--- src/rtl/reg_bus_arbiter.sv ---
`default_nettype none
// ============================================================================
// Module  : reg_bus_arbiter
// Purpose : Round-robin arbiter sharing one register port among NReq requesters.
// Revision: 1.0 - initial release
// ============================================================================
module reg_bus_arbiter #(
  parameter int NReq  = 2,
  parameter int RegAw = 8,
  parameter int RegDw = 32,
  localparam int RegBw = RegDw / 8
) (
  input  logic                    PCLK,
  input  logic                    PRESET,
  input  logic [NReq-1:0]         req_i,
  input  logic [NReq-1:0]         req_we_i,
  input  logic [NReq*RegAw-1:0]   req_addr_i,
  input  logic [NReq*RegDw-1:0]   req_wdata_i,
  input  logic [NReq*RegBw-1:0]   req_be_i,
  output logic [NReq-1:0]         gnt_o,
  output logic [NReq-1:0]         rvalid_o,
  output logic [RegDw-1:0]        rdata_o,
  output logic                    error_o,
  output logic                    re_o,
  output logic                    we_o,
  output logic [RegAw-1:0]        addr_o,
  output logic [RegDw-1:0]        wdata_o,
  output logic [RegBw-1:0]        be_o,
  input  logic [RegDw-1:0]        rdata_i,
  input  logic                    error_i
);

  localparam int IdxW = $clog2(NReq);

  typedef enum logic [1:0] {
    IDLE   = 2'd0,
    ACCESS = 2'd1,
    RESP   = 2'd2
  } state_t;

  state_t state, state_next;

  logic [IdxW-1:0]  ptr, idx, win, win_hi, win_lo;
  logic [NReq-1:0]  hi_mask, masked;
  logic             grant;
  logic             cmd_we;
  logic [RegAw-1:0] cmd_addr;
  logic [RegDw-1:0] cmd_wdata;
  logic [RegBw-1:0] cmd_be;
  logic [RegDw-1:0] rsp_data;
  logic             rsp_err;

  // Requests at or above the pointer take priority; otherwise wrap to the lowest index.
  always_comb begin
    hi_mask = '0;
    win_hi  = '0;
    win_lo  = '0;
    for (int i = 0; i < NReq; i++) begin
      hi_mask[i] = (IdxW'(i) >= ptr);
    end
    masked = req_i & hi_mask;
    for (int i = NReq - 1; i >= 0; i--) begin
      if (masked[i]) win_hi = IdxW'(i);
      if (req_i[i])  win_lo = IdxW'(i);
    end
    win = (|masked) ? win_hi : win_lo;
  end

  always_comb begin
    state_next = state;
    grant      = 1'b0;
    case (state)
      IDLE: begin
        if ((|req_i) && !PRESET) begin
          grant      = 1'b1;
          state_next = ACCESS;
        end
      end
      ACCESS: state_next = RESP;
      RESP: begin
        if ((|req_i) && !PRESET) begin
          grant      = 1'b1;
          state_next = ACCESS;
        end else begin
          state_next = IDLE;
        end
      end
      default: state_next = IDLE;
    endcase
  end

  always_ff @(posedge PCLK or posedge PRESET) begin
    if (PRESET) begin
      state     <= IDLE;
      ptr       <= '0;
      idx       <= '0;
      cmd_we    <= 1'b0;
      cmd_addr  <= '0;
      cmd_wdata <= '0;
      cmd_be    <= '0;
      rsp_data  <= '0;
      rsp_err   <= 1'b0;
    end else begin
      state <= state_next;
      if (grant) begin
        idx       <= win;
        ptr       <= (win == IdxW'(NReq - 1)) ? '0 : win + 1'b1;
        cmd_we    <= req_we_i[win];
        cmd_addr  <= req_addr_i[win*RegAw +: RegAw];
        cmd_wdata <= req_wdata_i[win*RegDw +: RegDw];
        cmd_be    <= req_be_i[win*RegBw +: RegBw];
      end
      if (state == ACCESS) begin
        rsp_data <= cmd_we ? '0 : rdata_i;
        rsp_err  <= error_i;
      end
    end
  end

  assign gnt_o    = grant ? (NReq'(1) << win) : '0;
  assign rvalid_o = (state == RESP) ? (NReq'(1) << idx) : '0;
  assign re_o     = (state == ACCESS) && !cmd_we;
  assign we_o     = (state == ACCESS) && cmd_we;
  assign addr_o   = cmd_addr;
  assign wdata_o  = cmd_wdata;
  assign be_o     = cmd_be;
  assign rdata_o  = rsp_data;
  assign error_o  = rsp_err;

endmodule
`default_nettype wire

--- config.mk ---
export PLATFORM = sky130hd
export DESIGN_NAME = reg_bus_arbiter
export DESIGN_NICKNAME = d
export VERILOG_FILES = /design/src/rtl/reg_bus_arbiter.sv
export SDC_FILE = /design/constraint.sdc
export NUM_CORES = 1
export LEC_CHECK = 0
export ABC_AREA = 1
export BUFFER_PORTS_ARGS = -buffer_cell sky130_fd_sc_hd__buf_2
export CAP_MARGIN = 15
export CORE_ASPECT_RATIO = 0.7
export CORE_UTILIZATION = 40
export DETAILED_ROUTE_END_ITERATION = 12
export HOLD_SLACK_MARGIN = 0.03
export PLACE_DENSITY = 0.85
export SLEW_MARGIN = 20
export SYNTH_ARGS = -nofsm -noshare
export SYNTH_HDL_FRONTEND = slang
export SYNTH_SLANG_ARGS = --single-unit
--- constraint.sdc ---
create_clock -name PCLK -period 2.1 [get_ports PCLK]
set_input_delay 0.21 -clock PCLK [delete_from_list [all_inputs] [get_ports PCLK]]
set_output_delay 0.21 -clock PCLK [all_outputs]
set_load 0.01 [all_outputs]
==> flow_metrics.py, run 1 <==
metrics = {
    "run_status": {
        "status": "finished, final reports clean",
    },
    "timing": {
        "hold_violations": 0,
        "fmax_mhz": 545.4,
        "min_period_ps": 1834,
        "max_slew_margin": 0.6863,
        "skew_ps": 4.374,
        "worstMarginPinSlew_ps": 469.6,
        "period_share": 0.8731,
        "setup_ws_ps": 266.5,
        "rsz0062_at_grt": "false",
        "setup_viol": 0,
        "final_max_slew_viol_count": 0,
        "setup_tns_ps": 0,
    },
    "cts": {
        "cts_buffers": 9,
        "htree_levels": 3,
        "clkTransAtPathRegs_ps": 60,
        "tritoncts": "done",
        "cts-root-buf": "clkbuf_16",
        "post-cts-setup-buffers": 0,
        "cts_max_path_buffers": 2,
        "cts_num_sinks": 82,
        "insertion_delay_ps": 330,
    },
    "finish": {
        "seq_area_um2": 2052,
        "n_antenna_cell": 0,
        "syn_to_final_growth_pct": 38.38,
        "final_common_cell": "nand2_1",
        "multi_input_area_um2": 1539,
        "drive_above_1_share": 0.3455,
        "most-common-layout-cells": "nand2_1 (328), buf_2 (209), dfrtp_1 (82)",
        "num-fill-cells": 879,
        "fin_util": 0.5760,
        "layout.nets": 837,
        "final_cell_count_no_fill": 839,
        "final_area_um2": 5288,
    },
    "routing": {
        "ant_nets": 0,
        "post_drt_wl_per_cell_um": 12.51,
        "vias_per_cell": 4.591,
        "num_vias": 3852,
        "drc": 0,
        "wirelength_mm": 10.50,
        "drt_first_pass_iters": 7,
        "drt_iter0_markers": 132,
    },
    "setup_path": {
        "worst_ep_required_time_ps": 1890,
        "cp_num_buf_inv": 5,
        "slowest_delay_ps": 540,
        "crit_chain": "dlygate4sd3_1 -> buf_2 -> nor3_4 -> buf_4 -> nand2_1 -> inv_1 -> buf_2",
        "worst_path_most_repeated_cell": "buf_2",
        "cp_slowest_cell": "dlygate4sd3_1",
        "crit_family": "buffers and inverters",
        "cp_max_fo": 14,
        "path_class": "primary input to output port",
        "crit_path_start_kind": "primary input",
        "cp-end-kind": "output port",
        "crit_arrival_ps": 1620,
    },
    "power": {
        "power_leakage_nw": 3.267,
        "p_int_mw": 3.480,
        "comb_power_share": 0.249,
        "vdd_ir_drop_max_uv": 488.6,
        "power_frac_clock": 0.339,
        "p_seq_frac": 0.412,
        "sw_frac_of_total": 0.3038,
        "switchingPower_mw": 1.518,
        "p_per_area_nw_per_um2": 945.2,
    },
    "place": {
        "place_ws_ps": 710.6,
        "place_area_um2": 4950,
        "dp_cells": 822,
        "place_hpwl_mm": 7.842,
        "io_buffers": 209,
        "gp_congestion": 0.8175,
    },
    "synthesis": {
        "synth_fp_nets": 633,
        "seq_area_frac_synth": 0.5370,
        "synth_area_per_cell_um2": 7.552,
        "ys_types": 18,
        "ys_warn_count": 0,
        "synth-seq-cells": 82,
        "syn-instance-count": 506,
        "syn_area_um2": 3821,
    },
    "die": {
        "initial_core_util": 0.4162,
        "die_w_um": 118.8,
        "io_pins": 210,
        "rows": 29,
        "die_h_um": 83.78,
        "core_um2": 9180,
        "die_area_um2": 9954,
    },
    "grt": {
        "grt_max_degree": 46,
        "grt_pass1_vias": 3699,
        "grtUsageTotal": 0.2233,
        "antenna_found_initial": 0,
        "grt_first_pass_wirelength_mm": 17.55,
        "gr-total-overflow": 0,
    },
    "worst_hold_path": {
        "min_path_type": "primary input to flop",
    },
    "job": {
        "maxCapViolations": 0,
    },
}
[metrics by stage]
| stage | total power [mW] | hold slack [ps] |
|---|---|---|
| after floorplan | 2.768 | 319.6 |
| after global placement | 3.306 | 296.8 |
| after detailed placement | 3.339 | 297.4 |
| after CTS | 5.071 | 56.47 |
| after global routing | 5.314 | 54.88 |
| final | 4.998 | 70.71 |
[cell usage after synthesis]
library cell    n  share of area
buf_4           7          0.014
dfrtp_1        82           0.54
clkinv_2        1         0.0013
buf_2          15          0.020
o21ai_0         1         0.0013
nand3_1        45          0.059
clkbuf_1        2         0.0020
o21ai_1         1         0.0013
nor2_1          4         0.0039
inv_2           2         0.0020
nor2_4          1         0.0029
inv_1           7         0.0069
nand2_2         2         0.0033
nand2_4         1         0.0029
nor2_2          1         0.0016
buf_6           5          0.015
nand2_1       328           0.32
nor3_4          1         0.0043
[worst reg2reg max path, delay by kind of cell, from the launching register on]
kind,cells,cell delay (ps)
DFF,1,410
and+or+nand+nor,4,240
buffers and inverters,3,630
[timing repair]
action / in CTS / in global routing
gates resized for setup: 0 / 0
hold endpoints to repair: 19 / 0
hold buffers: 1 / 0
[layer usage]
metal / wire [um] / global-route usage / part of all wire / vias up
met3: 545 / 0.04713 / 0.052 / 21
met4: 271 / 0.08861 / 0.026 / 0
met2: 4913 / 0.3652 / 0.47 / 138
met1: 4770 / 0.2902 / 0.45 / 1745
met5: 0 / 0 / 0 / -
li1: - / - / - / 1948
[flip-flops by register name (all words and copies together), names as in the netlist]
name and cells:
rdata_o 32, cmd_we 1, idx 1, error_o 1, addr_o 8, ptr 1
be_o 4, wdata_o 32, state 2
[cells by family after synthesis]
| group | Yosys count | share of synthesized area |
|---|---|---|
| compound gates | 2 | 0.002617 |
| buf+inv | 39 | 0.06025 |
| flops | 82 | 0.5370 |
| simple gates | 383 | 0.4001 |
[power groups by stage]
stage | Combinational (mW) | Sequential, mW | Clock, mW
4_1_cts | 1.26 | 2.06 | 1.75
3_3_place_gp | 1.23 | 2.07 | 0
6_report | 1.25 | 2.06 | 1.69
2_1_floorplan | 0.546 | 2.22 | 0
3_5_place_dp | 1.26 | 2.08 | 0
5_1_grt | 1.40 | 2.09 | 1.82
[final timing paths]
path                              from          end  slack [ps]  depth (start not counted)
min in group asynchronous       PRESET      be_o[2]         500                          3
max reg2reg                   state[0]  rdata_o[28]         710                          7
min reg2reg                 wdata_o[8]   wdata_o[8]         470                          2
max in group asynchronous       PRESET  rdata_o[19]         910                          4
max                             PRESET     gnt_o[0]         270                          7
min                        rdata_i[14]  rdata_o[14]          70                          3
[final cells by class]
class,count,share of cell area
clock buffers,10,0.04520
clock inverters,6,0.01680
well taps,124,0.02934
inverters,10,0.008045
flip-flops and latches,82,0.3881
multi-input cells,385,0.2911
repair buffers,222,0.2215
(Power assumes the default switching activity.)
==> run 2, diff against run 1 <==
ABC_AREA = not set   (was 1)
CORE_UTILIZATION = 39   (was 40)
==> run 2 against run 1 <==
Compared with the run above: wire length down 6.2%; core utilization barely moved; non-clock buffer count down 4; total power shrank 2.4%; cell count shrank 23%; combinational power hardly changed; flip-flop and latch count did not move; first-iteration DRC count is 6.8% higher; sequential power about the same; count of clock-buffer cells in the layout rose by 2; synthesized area decreased by 7.7%.
==> flow_metrics.py, run 2 <==
metrics = {
    "cts": {
        "clkTransAtPathRegs_ps": 60,
        "insertion_delay_ps": 330,
        "cts_buffers": 9,
        "cts-root-buf": "clkbuf_16",
        "tritoncts": "done",
        "htree_levels": 3,
        "cts_max_path_buffers": 2,
        "cts_num_sinks": 82,
    },
    "routing": {
        "drc": 0,
        "ant_nets": 0,
        "num_vias": 3275,
        "drt_iter0_markers": 141,
        "vias_per_cell": 5.093,
        "drt_first_pass_iters": 4,
        "post_drt_wl_per_cell_um": 15.31,
        "wirelength_mm": 9.847,
    },
    "die": {
        "io_pins": 210,
        "rows": 28,
        "die_area_um2": 9438,
        "initial_core_util": 0.4094,
        "die_h_um": 81.58,
        "die_w_um": 115.7,
        "core_um2": 8618,
    },
    "grt": {
        "grtUsageTotal": 0.2094,
        "grt_first_pass_wirelength_mm": 15.26,
        "gr-total-overflow": 0,
        "antenna_found_initial": 0,
        "grt_pass1_vias": 3121,
        "grt_max_degree": 48,
    },
    "synthesis": {
        "yosys-top-cells-area": "dfrtp_1 (58%), a221o_1 (13%), o21a_1 (9.6%)",
        "synth_compound_area_frac": 0.2745,
        "ys_warn_count": 0,
        "syn-instance-count": 318,
        "ys_types": 19,
        "synth_largest_area_cell": "dfrtp_1",
        "seq_area_frac_synth": 0.5816,
        "yosys.area_share.simple": 0.09362,
        "synth_top_family_by_area": "compound AO/OA/AOI/OAI gates",
        "muxShareOfSynthArea": 0,
        "synth-seq-cells": 82,
        "synth_area_per_cell_um2": 11.10,
        "synth_common_cells": "dfrtp_1 (82), nand2_1 (68), a221o_1 (45), o21a_1 (45), o21ai_0 (32)",
        "synth-main-ff-cell": "dfrtp_1",
        "synthAdderAreaFrac": 0,
        "synth_xor_area_frac": 0,
        "async_flop_share": 1.000,
        "synth_fp_nets": 445,
        "yosysMostFrequentCell": "dfrtp_1",
        "synth_top_area_share": 0.5816,
        "synth-edff-count": 0,
        "syn_area_um2": 3528,
    },
    "timing": {
        "worstMarginPinSlew_ps": 954.7,
        "setup_viol": 0,
        "max_slew_margin": 0.3635,
        "rsz0062_at_grt": "false",
        "setup_tns_ps": 0,
        "period_share": 0.9441,
        "skew_ps": 5.384,
        "min_period_ps": 1983,
        "fmax_mhz": 504.4,
        "final_max_slew_viol_count": 0,
        "hold_violations": 0,
    },
    "setup_path": {
        "slowest_delay_ps": 570,
        "worst_ep_required_time_ps": 1890,
        "crit_chain": "dlygate4sd3_1 -> buf_2 -> nor2_1 -> and3_4 -> buf_6",
        "path_class": "primary input to output port",
        "crit_arrival_ps": 1770,
        "crit_path_start_kind": "primary input",
        "cp_max_fo": 47,
        "cp-end-kind": "output port",
        "cp_slowest_cell": "and3_4",
    },
    "power": {
        "comb_power_share": 0.262,
        "p_int_mw": 3.415,
        "power_leakage_nw": 2.614,
        "sw_frac_of_total": 0.2998,
        "p_per_area_nw_per_um2": 982.9,
        "switchingPower_mw": 1.462,
        "p_seq_frac": 0.429,
        "total_power_mw": 4.877,
        "vdd_ir_drop_max_uv": 509.0,
        "power_frac_clock": 0.309,
    },
    "finish": {
        "final_area_um2": 4962,
        "most-common-layout-cells": "buf_2 (208), dfrtp_1 (82), nand2_1 (68)",
        "drive_above_1_share": 0.4608,
        "syn_to_final_growth_pct": 40.64,
        "num-fill-cells": 761,
        "final_common_cell": "buf_2",
        "n_antenna_cell": 0,
        "layout.nets": 645,
    },
    "place": {
        "place_area_um2": 4654,
        "place_hpwl_mm": 7.083,
        "gp_congestion": 0.7103,
        "io_buffers": 209,
    },
    "job": {
        "maxCapViolations": 0,
    },
    "run_status": {
        "status": "finished, final reports clean",
    },
    "worst_hold_path": {
        "min_path_type": "primary input to flop",
    },
}
==> run 2: power by group through the flow <==
stage	clock network [mW]	registers, mW	logic, mW
finish	1.51	2.09	1.28
global route	1.61	2.13	1.42
CTS	1.55	2.09	1.29
detailed placement	0	2.11	1.29
global placement	0	2.10	1.24
floorplan	0	2.25	0.554
==> run 2: final timing paths <==
path	start	endpoint	slack, ps	cells past startpoint
max in group asynchronous	PRESET	wdata_o[31]	1030	4
hold / removal	error_i	error_o	70	3
setup reg to reg	state[0]	addr_o[5]	320	3
hold reg to reg	rdata_o[17]	rdata_o[17]	470	2
min in group asynchronous	PRESET	wdata_o[24]	430	3
setup / recovery	PRESET	gnt_o[1]	120	5
==> run 2: routing by layer <==
metal | routed length [um] | share of wire | GRT usage
met4 | 51 | 0.0052 | 0.06282
met1 | 4252 | 0.43 | 0.2632
met2 | 4931 | 0.50 | 0.3599
met3 | 612 | 0.062 | 0.05166
met5 | 0 | 0 | 0
==> run 2: critical path: cells and delay by family <==
kind | cells | cell delay [ps]
buffers and inverters | 3 | 860
and+or+nand+nor | 2 | 710
==> run 2: final cells by class <==
cell class,count,area [um2],share of cell area
clock inverters,4,25.02,0.005043
repair buffers,218,1147,0.2312
multi-input cells,204,1306,0.2632
well taps,120,150.1,0.03026
clock buffers,12,266.5,0.05371
inverters,3,15.01,0.003026
flip-flops and latches,82,2052,0.4135
==> run 2: kinds of logic (layout without fill, tap and decap cells) <==
group	after synthesis	in the layout
DFF	82	82
AOI/OAI and AO/OA	124	124
and+or+nand+nor	80	80
buffers and inverters	32	237
==> run 2: metrics by stage <==
| stage | hold WS [ps] | std cells | util | setup WS (ps) |
|---|---|---|---|---|
| final | 66.28 | 643 | 0.5758 | 117.4 |
| after floorplan | 315.4 | 318 | - | 684.2 |
| after CTS | 52.64 | 643 | 0.5751 | 74.07 |
| after global placement | 233.2 | 626 | 0.5401 | 397.9 |
| after detailed placement | 243.0 | 626 | 0.5401 | 322.0 |
| after global routing | 67.60 | 643 | 0.5758 | 46.11 |
==> run 2: what timing repair did <==
| action | CTS | global route |
|---|---|---|
| hold buffers | 1 | 0 |
| buffers inserted | 0 | 0 |
| hold endpoints to repair | 14 | 0 |
| gates resized for setup | 0 | 1 |
| endpoints found under the setup margin | 0 | 1 |
==> run 3, diff against run 2 <==
MAX_ROUTING_LAYER = met4   (was not set)
==> run 3 against run 2 <==
Compared with the run above: setup slack lost 1.3 ps; hold slack lost 0.75 ps; first-iteration DRC count is the same; wire length shrank 0.34%; cell area is the same; sequential power is essentially flat; combinational power is essentially flat; flip-flop and latch count is the same; maximum frequency is essentially flat; core utilization is the same; register-to-register slack is essentially flat; critical path depth is the same; largest power group unchanged.
==> flow_metrics.py, run 3 (same netlist as run 2, synthesis figures left out) <==
metrics = {
    "run_status": {
        "status": "finished, final reports clean",
    },
    "die": {
        "rows": 28,
        "die_w_um": 115.7,
        "initial_core_util": 0.4094,
        "io_pins": 210,
        "die_area_um2": 9438,
        "core_um2": 8618,
        "die_h_um": 81.58,
    },
    "setup_path": {
        "worst_ep_required_time_ps": 1890,
        "cp_max_fo": 47,
        "crit_arrival_ps": 1770,
        "r2r_end": "addr_o[5]",
        "crit_path_start_kind": "primary input",
        "reg2reg_depth": 3,
        "path_class": "primary input to output port",
        "r2r_setup_slack_ps": 320,
        "r2r-start": "state[0]",
        "cp-end-kind": "output port",
    },
    "power": {
        "sw_frac_of_total": 0.2997,
        "p_per_area_nw_per_um2": 982.8,
        "p_int_mw": 3.415,
        "vdd_ir_drop_max_uv": 509.1,
        "switchingPower_mw": 1.462,
        "comb_power_share": 0.262,
        "power_frac_clock": 0.309,
        "power_leakage_nw": 2.614,
        "p_seq_frac": 0.429,
        "total_power_mw": 4.877,
    },
    "cts": {
        "htree_levels": 3,
        "tritoncts": "done",
        "cts_num_sinks": 82,
        "cts_buffers": 9,
        "cts_max_path_buffers": 2,
        "insertion_delay_ps": 330,
        "clkTransAtPathRegs_ps": 60,
        "post-cts-setup-buffers": 0,
        "cts-root-buf": "clkbuf_16",
    },
    "worst_hold_path": {
        "min_path_cells": 3,
        "min-delay-start": "error_i",
        "min_to": "error_o",
        "min_path_type": "primary input to flop",
    },
    "place": {
        "place_hpwl_mm": 7.083,
        "place_ws_ps": 322.0,
        "io_buffers": 209,
        "gp_congestion": 0.7184,
    },
    "timing": {
        "skew_ps": 5.612,
        "hold_violations": 0,
        "setup_ws_ps": 116.0,
        "min_period_ps": 1984,
        "setup_tns_ps": 0,
        "final_max_slew_viol_count": 0,
        "max_slew_margin": 0.3644,
        "setup_viol": 0,
        "rsz0062_at_grt": "false",
        "period_share": 0.9447,
        "fmax_mhz": 504.0,
        "worstMarginPinSlew_ps": 953.4,
    },
    "finish": {
        "final_common_cell": "buf_2",
        "most-common-layout-cells": "buf_2 (208), dfrtp_1 (82), nand2_1 (68)",
        "layout.nets": 645,
        "seq_area_um2": 2052,
        "num-fill-cells": 761,
        "n_antenna_cell": 0,
        "drive_above_1_share": 0.4608,
        "multi_input_area_um2": 1306,
        "syn_to_final_growth_pct": 40.64,
    },
    "grt": {
        "grt_pass1_vias": 3119,
        "grt_first_pass_wirelength_mm": 15.26,
        "gr-total-overflow": 0,
        "grt_max_degree": 48,
        "antenna_found_initial": 0,
        "grtUsageTotal": 0.2157,
    },
    "routing": {
        "num_vias": 3266,
        "wirelength_mm": 9.814,
        "drc": 0,
        "drt_iter0_markers": 141,
        "post_drt_wl_per_cell_um": 15.26,
        "drt_first_pass_iters": 4,
        "vias_per_cell": 5.079,
        "ant_nets": 0,
    },
    "job": {
        "maxCapViolations": 0,
    },
}
run 3: stage by stage:
stage,area (um2),hold WS [ps],utilization,instances
detailed placement,4654,243.0,0.5401,626
CTS,4956,52.64,0.5751,643
global route,4962,67.54,0.5758,643
finish,4962,65.52,0.5758,643
global placement,4654,233.2,0.5401,626
floorplan,3532,315.4,-,318
run 3: area by class of cell:
cell class | instances | share of cell area
Sequential cell | 82 | 0.4135
Clock inverter | 4 | 0.005043
Tap cell | 120 | 0.03026
Timing Repair Buffer | 218 | 0.2312
Inverter | 3 | 0.003026
Multi-Input combinational cell | 204 | 0.2632
Clock buffer | 12 | 0.05371
run 3: how the worst max path moves through the flow:
stage | cells past startpoint | slack, ps | to | from
detailed placement | 3 | 320 | addr_o[5] | state[0]
finish | 5 | 120 | gnt_o[1] | PRESET
global placement | 3 | 400 | addr_o[6] | state[0]
floorplan | 5 | 680 | wdata_o[17] | state[0]
global route | 5 | 50 | gnt_o[1] | PRESET
CTS | 5 | 70 | gnt_o[1] | PRESET
run 3: timing repair:
item,4_1_cts,5_1_grt
endpoints found under the setup margin,0,1
hold endpoints to repair,14,0
hold buffers,1,0
resized for setup,0,1
run 3: routing by layer:
layer / vias to the layer above / share of wire / global-route usage
met2: 128 / 0.50 / 0.3599
met3: 6 / 0.057 / 0.05166
met5: - / 0 / -
met1: 1573 / 0.43 / 0.2632
li1: 1559 / - / -
met4: 0 / 0.0075 / 0.06282
run 3: critical path: stages:
cell and delay (ps):
dlygate4sd3_1 530, buf_2 150, nor2_1 140, and3_4 570, buf_6 180
run 3: power groups by stage:
stage          Clock, mW  Sequential [mW]  Combinational (mW)
6_report            1.51             2.09                1.28
5_1_grt             1.61             2.13                1.42
4_1_cts             1.55             2.09                1.29
3_5_place_dp           0             2.11                1.29
3_3_place_gp           0             2.10                1.24
2_1_floorplan          0             2.25               0.554
